$ cat config.mk
export PLATFORM = sky130hd
export DESIGN_NAME = apb_slave_regbank
export DESIGN_NICKNAME = d
export VERILOG_FILES = /design/src/rtl/apb_slave_regbank.sv
export SDC_FILE = /design/constraint.sdc
export NUM_CORES = 1
export LEC_CHECK = 0
export ABC_AREA = 1
export CAP_MARGIN = 20
export CORE_ASPECT_RATIO = 0.9
export CORE_MARGIN = 4
export CORE_UTILIZATION = 60
export DETAILED_ROUTE_END_ITERATION = 10
export GPL_ROUTABILITY_DRIVEN = 0
export PLACE_DENSITY = 0.83
export SYNTH_ARGS = -nofsm -noshare
export SYNTH_HDL_FRONTEND = slang
export SYNTH_SLANG_ARGS = --single-unit
$ cat constraint.sdc
create_clock -name Hclk -period 3.2 [get_ports Hclk]
set_clock_uncertainty 0.15 [all_clocks]
set_input_delay 0.64 -clock Hclk [delete_from_list [all_inputs] [get_ports Hclk]]
set_output_delay 0.64 -clock Hclk [all_outputs]
set_load 0.01 [all_outputs]
$ cat src/rtl/apb_slave_regbank.sv
// APB completer with eight word registers: ID, CTRL, five scratch words and a
// write counter. Wait states are fixed by parameter; decode errors on pslverr.
//
// state  | meaning
// IDLE   | no transfer in progress, waiting for a SETUP phase
// ACCESS | transfer captured, counting wait states, completes when pready=1
module apb_slave_regbank #(
    parameter int unsigned WAIT_STATES = 0,
    parameter logic [31:0] ID_VALUE    = 32'hA5B2_0001,
    parameter logic [31:0] CTRL_RESET  = 32'h0000_0000
) (
    input  logic        Hclk,
    input  logic        Hresetn,
    input  logic        psel,
    input  logic        penable,
    input  logic        pwrite,
    input  logic [31:0] paddr,
    input  logic [31:0] pwdata,
    output logic [31:0] prdata,
    output logic        pready,
    output logic        pslverr,
    output logic [31:0] ctrl_out
);

    typedef enum logic {
        IDLE   = 1'b0,
        ACCESS = 1'b1
    } state_t;

    localparam logic [3:0] WAIT_LIMIT = 4'(WAIT_STATES);

    state_t      state_q, state_d;
    logic [3:0]  wait_cnt_q, wait_cnt_d;
    logic        setup_take, commit, pready_int;

    logic [31:0] ctrl_q;
    logic [31:0] scratch_q [5];
    logic [31:0] wrcnt_q;

    logic [2:0]  idx_q;
    logic [31:0] wdata_q;
    logic        write_q, err_q;
    logic [31:0] rdata_q;

    logic [2:0]  idx_in;
    logic        addr_bad, setup_err;
    logic [31:0] rd_sel, rd_load;
    logic        write_ok;

    // Upper address bits are decoded by the bridge, not here.
    logic        unused_paddr;
    assign unused_paddr = ^paddr[31:12];

    assign idx_in    = paddr[4:2];
    assign addr_bad  = (paddr[1:0] != 2'b00) || (paddr[11:5] != 7'd0);
    assign setup_err = addr_bad || (pwrite && ((idx_in == 3'd0) || (idx_in == 3'd7)));

    always_comb begin
        rd_sel = '0;
        case (idx_in)
            3'd0: rd_sel = ID_VALUE;
            3'd1: rd_sel = ctrl_q;
            3'd2: rd_sel = scratch_q[0];
            3'd3: rd_sel = scratch_q[1];
            3'd4: rd_sel = scratch_q[2];
            3'd5: rd_sel = scratch_q[3];
            3'd6: rd_sel = scratch_q[4];
            3'd7: rd_sel = wrcnt_q;
            default: rd_sel = '0;
        endcase
    end

    assign rd_load = (!pwrite && !addr_bad) ? rd_sel : 32'd0;

    // pready comes only from registered state so the bridge sees no input path.
    assign pready_int = (state_q == ACCESS) && (wait_cnt_q == WAIT_LIMIT);

    always_comb begin
        state_d    = state_q;
        wait_cnt_d = wait_cnt_q;
        setup_take = 1'b0;
        commit     = 1'b0;
        case (state_q)
            IDLE: begin
                if (psel && !penable) begin
                    state_d    = ACCESS;
                    wait_cnt_d = '0;
                    setup_take = 1'b1;
                end
            end
            ACCESS: begin
                if (!psel) begin
                    state_d = IDLE;
                end else if (penable && pready_int) begin
                    state_d = IDLE;
                    commit  = 1'b1;
                end else if (!pready_int) begin
                    wait_cnt_d = wait_cnt_q + 4'd1;
                end
            end
            default: state_d = IDLE;
        endcase
    end

    always_ff @(posedge Hclk or negedge Hresetn) begin
        if (!Hresetn) begin
            state_q    <= IDLE;
            wait_cnt_q <= '0;
        end else begin
            state_q    <= state_d;
            wait_cnt_q <= wait_cnt_d;
        end
    end

    always_ff @(posedge Hclk or negedge Hresetn) begin
        if (!Hresetn) begin
            idx_q   <= '0;
            wdata_q <= '0;
            write_q <= 1'b0;
            err_q   <= 1'b0;
            rdata_q <= '0;
        end else if (setup_take) begin
            idx_q   <= idx_in;
            wdata_q <= pwdata;
            write_q <= pwrite;
            err_q   <= setup_err;
            rdata_q <= rd_load;
        end
    end

    assign write_ok = commit && write_q && !err_q;

    always_ff @(posedge Hclk or negedge Hresetn) begin
        if (!Hresetn) begin
            ctrl_q  <= CTRL_RESET;
            wrcnt_q <= '0;
            for (int i = 0; i < 5; i++) begin
                scratch_q[i] <= '0;
            end
        end else if (write_ok) begin
            if (idx_q == 3'd1) begin
                ctrl_q <= wdata_q;
            end
            for (int i = 0; i < 5; i++) begin
                if (idx_q == 3'(i + 2)) begin
                    scratch_q[i] <= wdata_q;
                end
            end
            wrcnt_q <= wrcnt_q + 32'd1;
        end
    end

    assign pready   = pready_int;
    assign pslverr  = pready_int && err_q;
    assign prdata   = ((state_q == ACCESS) && !write_q) ? rdata_q : 32'd0;
    assign ctrl_out = ctrl_q;

endmodule

==> flow_metrics.py, run 1 <==
metrics = {
    "power_and_ir_drop": {
        "internal_power_mw": 6.647,
        "p_switching_mw": 2.423,
        "power_frac_seq_pct": 47.9,
        "p_sw_share_pct": 26.71,
        "fin_total_pwr_mw": 9.069,
        "p_comb_share_pct": 12.7,
        "max-vdd-ir-drop_v": 0.0004942,
        "power_frac_clock_pct": 39.4,
        "power_density_nw_per_um2": 552.3,
        "leakagePower_nw": 7.414,
    },
    "clock_tree": {
        "clk_latency_ns": 0.57,
        "postCtsSetupBuffers": 0,
        "cts_tree": "yes",
        "clock_sinks": 298,
        "cts.htree.levels": 1,
        "clkSlewWorstSetupHoldPaths_ns": 0.06,
        "cts_buffers": 30,
        "clk_path_buf_depth": 3,
        "root_buffer": "clkbuf_16",
        "cts-resized-gates": 0,
    },
    "critical_path": {
        "worstSetupPathType": "flip-flop to primary output",
        "startpoint_type": "flip-flop",
        "crit_required_ns": 2.41,
        "cp-end-kind": "primary output",
        "critPathLaunch": "wait_cnt_q[0]$_DFFE_PN0P_",
        "r2r_start": "wrcnt_q[1]$_DFFE_PN0P_",
        "path_max_fanout": 4,
        "crit_arrival_ns": 2.18,
    },
    "logic_synthesis": {
        "synth_nets": 1832,
        "ys.flop_type": "dfrtp_1",
        "ys_ff_latch": 298,
        "synth_cell_types": 30,
        "synth_edf_count": 0,
        "synthArstFlopShare_pct": 100.0,
        "syn_area_sq_um": 13820,
        "avgSynthCellArea_sq_um": 7.852,
        "synth.most_common_cell": "nand2_1",
        "yosys.area.top_type_share_pct": 53.96,
        "synthTopCellsByCount": "nand2_1 (520), dfrtp_1 (298), inv_1 (216)",
        "yosysSeqAreaShare_pct": 53.96,
        "yosysTopAreaCell": "dfrtp_1",
        "yosys_warnings": 0,
        "synthTopCellsByArea": "dfrtp_1 (54%), nand2_1 (14%), o21ai_1 (7.1%)",
        "synthCells": 1760,
    },
    "floorplanning": {
        "die_y_um": 152.0,
        "row_count": 52,
        "fp.dieW_um": 168.0,
        "die-area_sq_um": 25530,
        "pin_count": 135,
        "start_util_pct": 61.21,
        "core_region_area_sq_um": 22580,
    },
    "route": {
        "avgViaCountPerCell": 5.589,
        "firstDrtPassIters": 6,
        "drc": 0,
        "vias": 12200,
        "drtAntennaViolNets": 0,
        "wl_per_cell_um": 16.76,
        "wirelength_mm": 36.57,
        "dr.first_iter.drc_count": 1261,
    },
    "outcome": {
        "status": "finished clean",
    },
    "global_routing": {
        "gr-total-overflow": 0,
        "grt_pass1_vias": 11750,
        "grt_use_total_pct": 28.53,
        "grt_max_degree": 79,
        "antenna_found_initial": 1,
        "grt_pass1_wl_mm": 60.11,
    },
    "sta": {
        "rsz0062_at_grt": "false",
        "holdWs_ns": 0.3293,
        "finalHoldViolCount": 0,
        "report.final.setup_viol": 0,
        "clock.fmax_mhz": 337.0,
        "tns_ns": 0,
        "drv_slew": 0,
        "min_period_over_period_pct": 92.72,
        "worst_pin_slew_ns": 0.7197,
        "fin_crit_ns": 2.967,
        "max-slew-margin-rel_pct": 51.65,
    },
    "hold_path": {
        "hold_start": "rdata_q[29]$_DFFE_PN0P_",
        "hold_path.class": "flip-flop to flip-flop",
    },
    "cells_and_area": {
        "drive_above_1_share_pct": 5.942,
        "n_antenna_cell": 0,
        "nets": 1936,
        "fin_util_pct": 72.74,
        "area_growth_pct": 18.83,
        "fillCellCount": 1648,
        "fin_cells": 2182,
    },
    "run": {
        "maxCapViolCount": 0,
    },
    "placed_design": {
        "dp_cells": 2128,
        "dp_hpwl_mm": 24.13,
        "io_buffers": 114,
    },
}
placed cells by master (no fill, tap or decap), types with 8 or more instances in the layout:
cell type,n
buf_12,9
nor2_1,166
o21ai_1,195
inv_1,215
clkdlybuf4s50_1,112
xor2_1,8
buf_4,32
clkbuf_16,30
clkbuf_8,10
nand2_1,520
dfrtp_1,298
nand3_1,61
o21ai_0,128
nand4_1,37
per-stage QoR:
stage	worst slack (ns)	cell area, sq um
after global routing	0.04788	16420
final	0.2329	16420
after CTS	0.2095	16420
after global placement	0.4234	15380
after floorplan	1.295	13820
after detailed placement	0.3976	15380
per-layer routing:
layer	global-route usage, %	wire (um)	up-vias	part of all wire [%]
li1	-	-	5768	-
met1	41.72	15690	5762	43
met2	44.05	16400	585	45
met3	6.287	3666	78	10
met4	6.994	810	2	2.2
met5	0	13	-	0.036
worst max-delay path, stage by stage, from the launching register on:
cell and delay, ns:
dfrtp_1 0.40, inv_1 0.10, ha_1 0.15, nand2_1 0.08, nor2_2 0.20, inv_1 0.06, nor2_1 0.08, clkdlybuf4s50_1 0.54
cells by family (layout without fill, tap and decap cells):
group	Yosys count	in the layout	share of synthesized area, %
xor+xnor	15	15	0.9507
fa+ha+maj	3	3	0.2716
flops	298	298	53.96
simple gates	807	807	24.06
buf+inv	307	432	8.755
compound gates	330	330	12.01
layout make-up:
cell class | count | area, sq um | share of cell area (%)
Multi-Input combinational cell | 1155 | 5157 | 31.41
Clock buffer | 46 | 910.9 | 5.547
Inverter | 223 | 837.1 | 5.097
Clock inverter | 7 | 116.4 | 0.7086
Sequential cell | 298 | 7457 | 45.41
Timing Repair Buffer | 156 | 1572 | 9.570
Tap cell | 297 | 371.6 | 2.263
sequential cells by signal, indices dropped and copies added (netlist names):
| name | flops |
|---|---|
| ctrl_out | 32 |
| rdata_q | 32 |
| idx_q | 3 |
| wdata_q | 32 |
| state_q | 1 |
| err_q | 1 |
| scratch_q | 160 |
| write_q | 1 |
| wrcnt_q | 32 |
| wait_cnt_q | 4 |
power groups by stage:
stage          sequential (mW)  clock [mW]  combinational [mW]
2_1_floorplan             4.36           0               0.620
3_3_place_gp              4.37           0                1.09
3_5_place_dp              4.40           0                1.13
4_1_cts                   4.34        3.60                1.16
5_1_grt                   4.38        3.77                1.30
6_report                  4.34        3.57                1.16
final timing paths:
| check | to | slack, ns | cells past startpoint |
|---|---|---|---|
| setup reg to reg | wrcnt_q[18]$_DFFE_PN0P_ | 0.99 | 7 |
| min in group asynchronous | rdata_q[5]$_DFFE_PN0P_ | 0.52 | 2 |
| hold / removal | rdata_q[29]$_DFFE_PN0P_ | 0.33 | 2 |
| max in group asynchronous | wdata_q[31]$_DFFE_PN0P_ | 1.58 | 3 |
| setup / recovery | pslverr | 0.23 | 7 |
| hold reg to reg | rdata_q[29]$_DFFE_PN0P_ | 0.33 | 2 |
timing repair:
item                                    CTS  global route
hold endpoints to repair                 73             0
hold buffers                              1             0
endpoints found under the setup margin    0             0
No activity file was read; power rests on OpenSTA's default activity.
==> inputs of run 2 (changes only) <==
SKIP_LAST_GASP = 1   (was unset)
==> results of run 2 <==
Same layout as run 1: the final DEF is identical, and so are final timing and power.
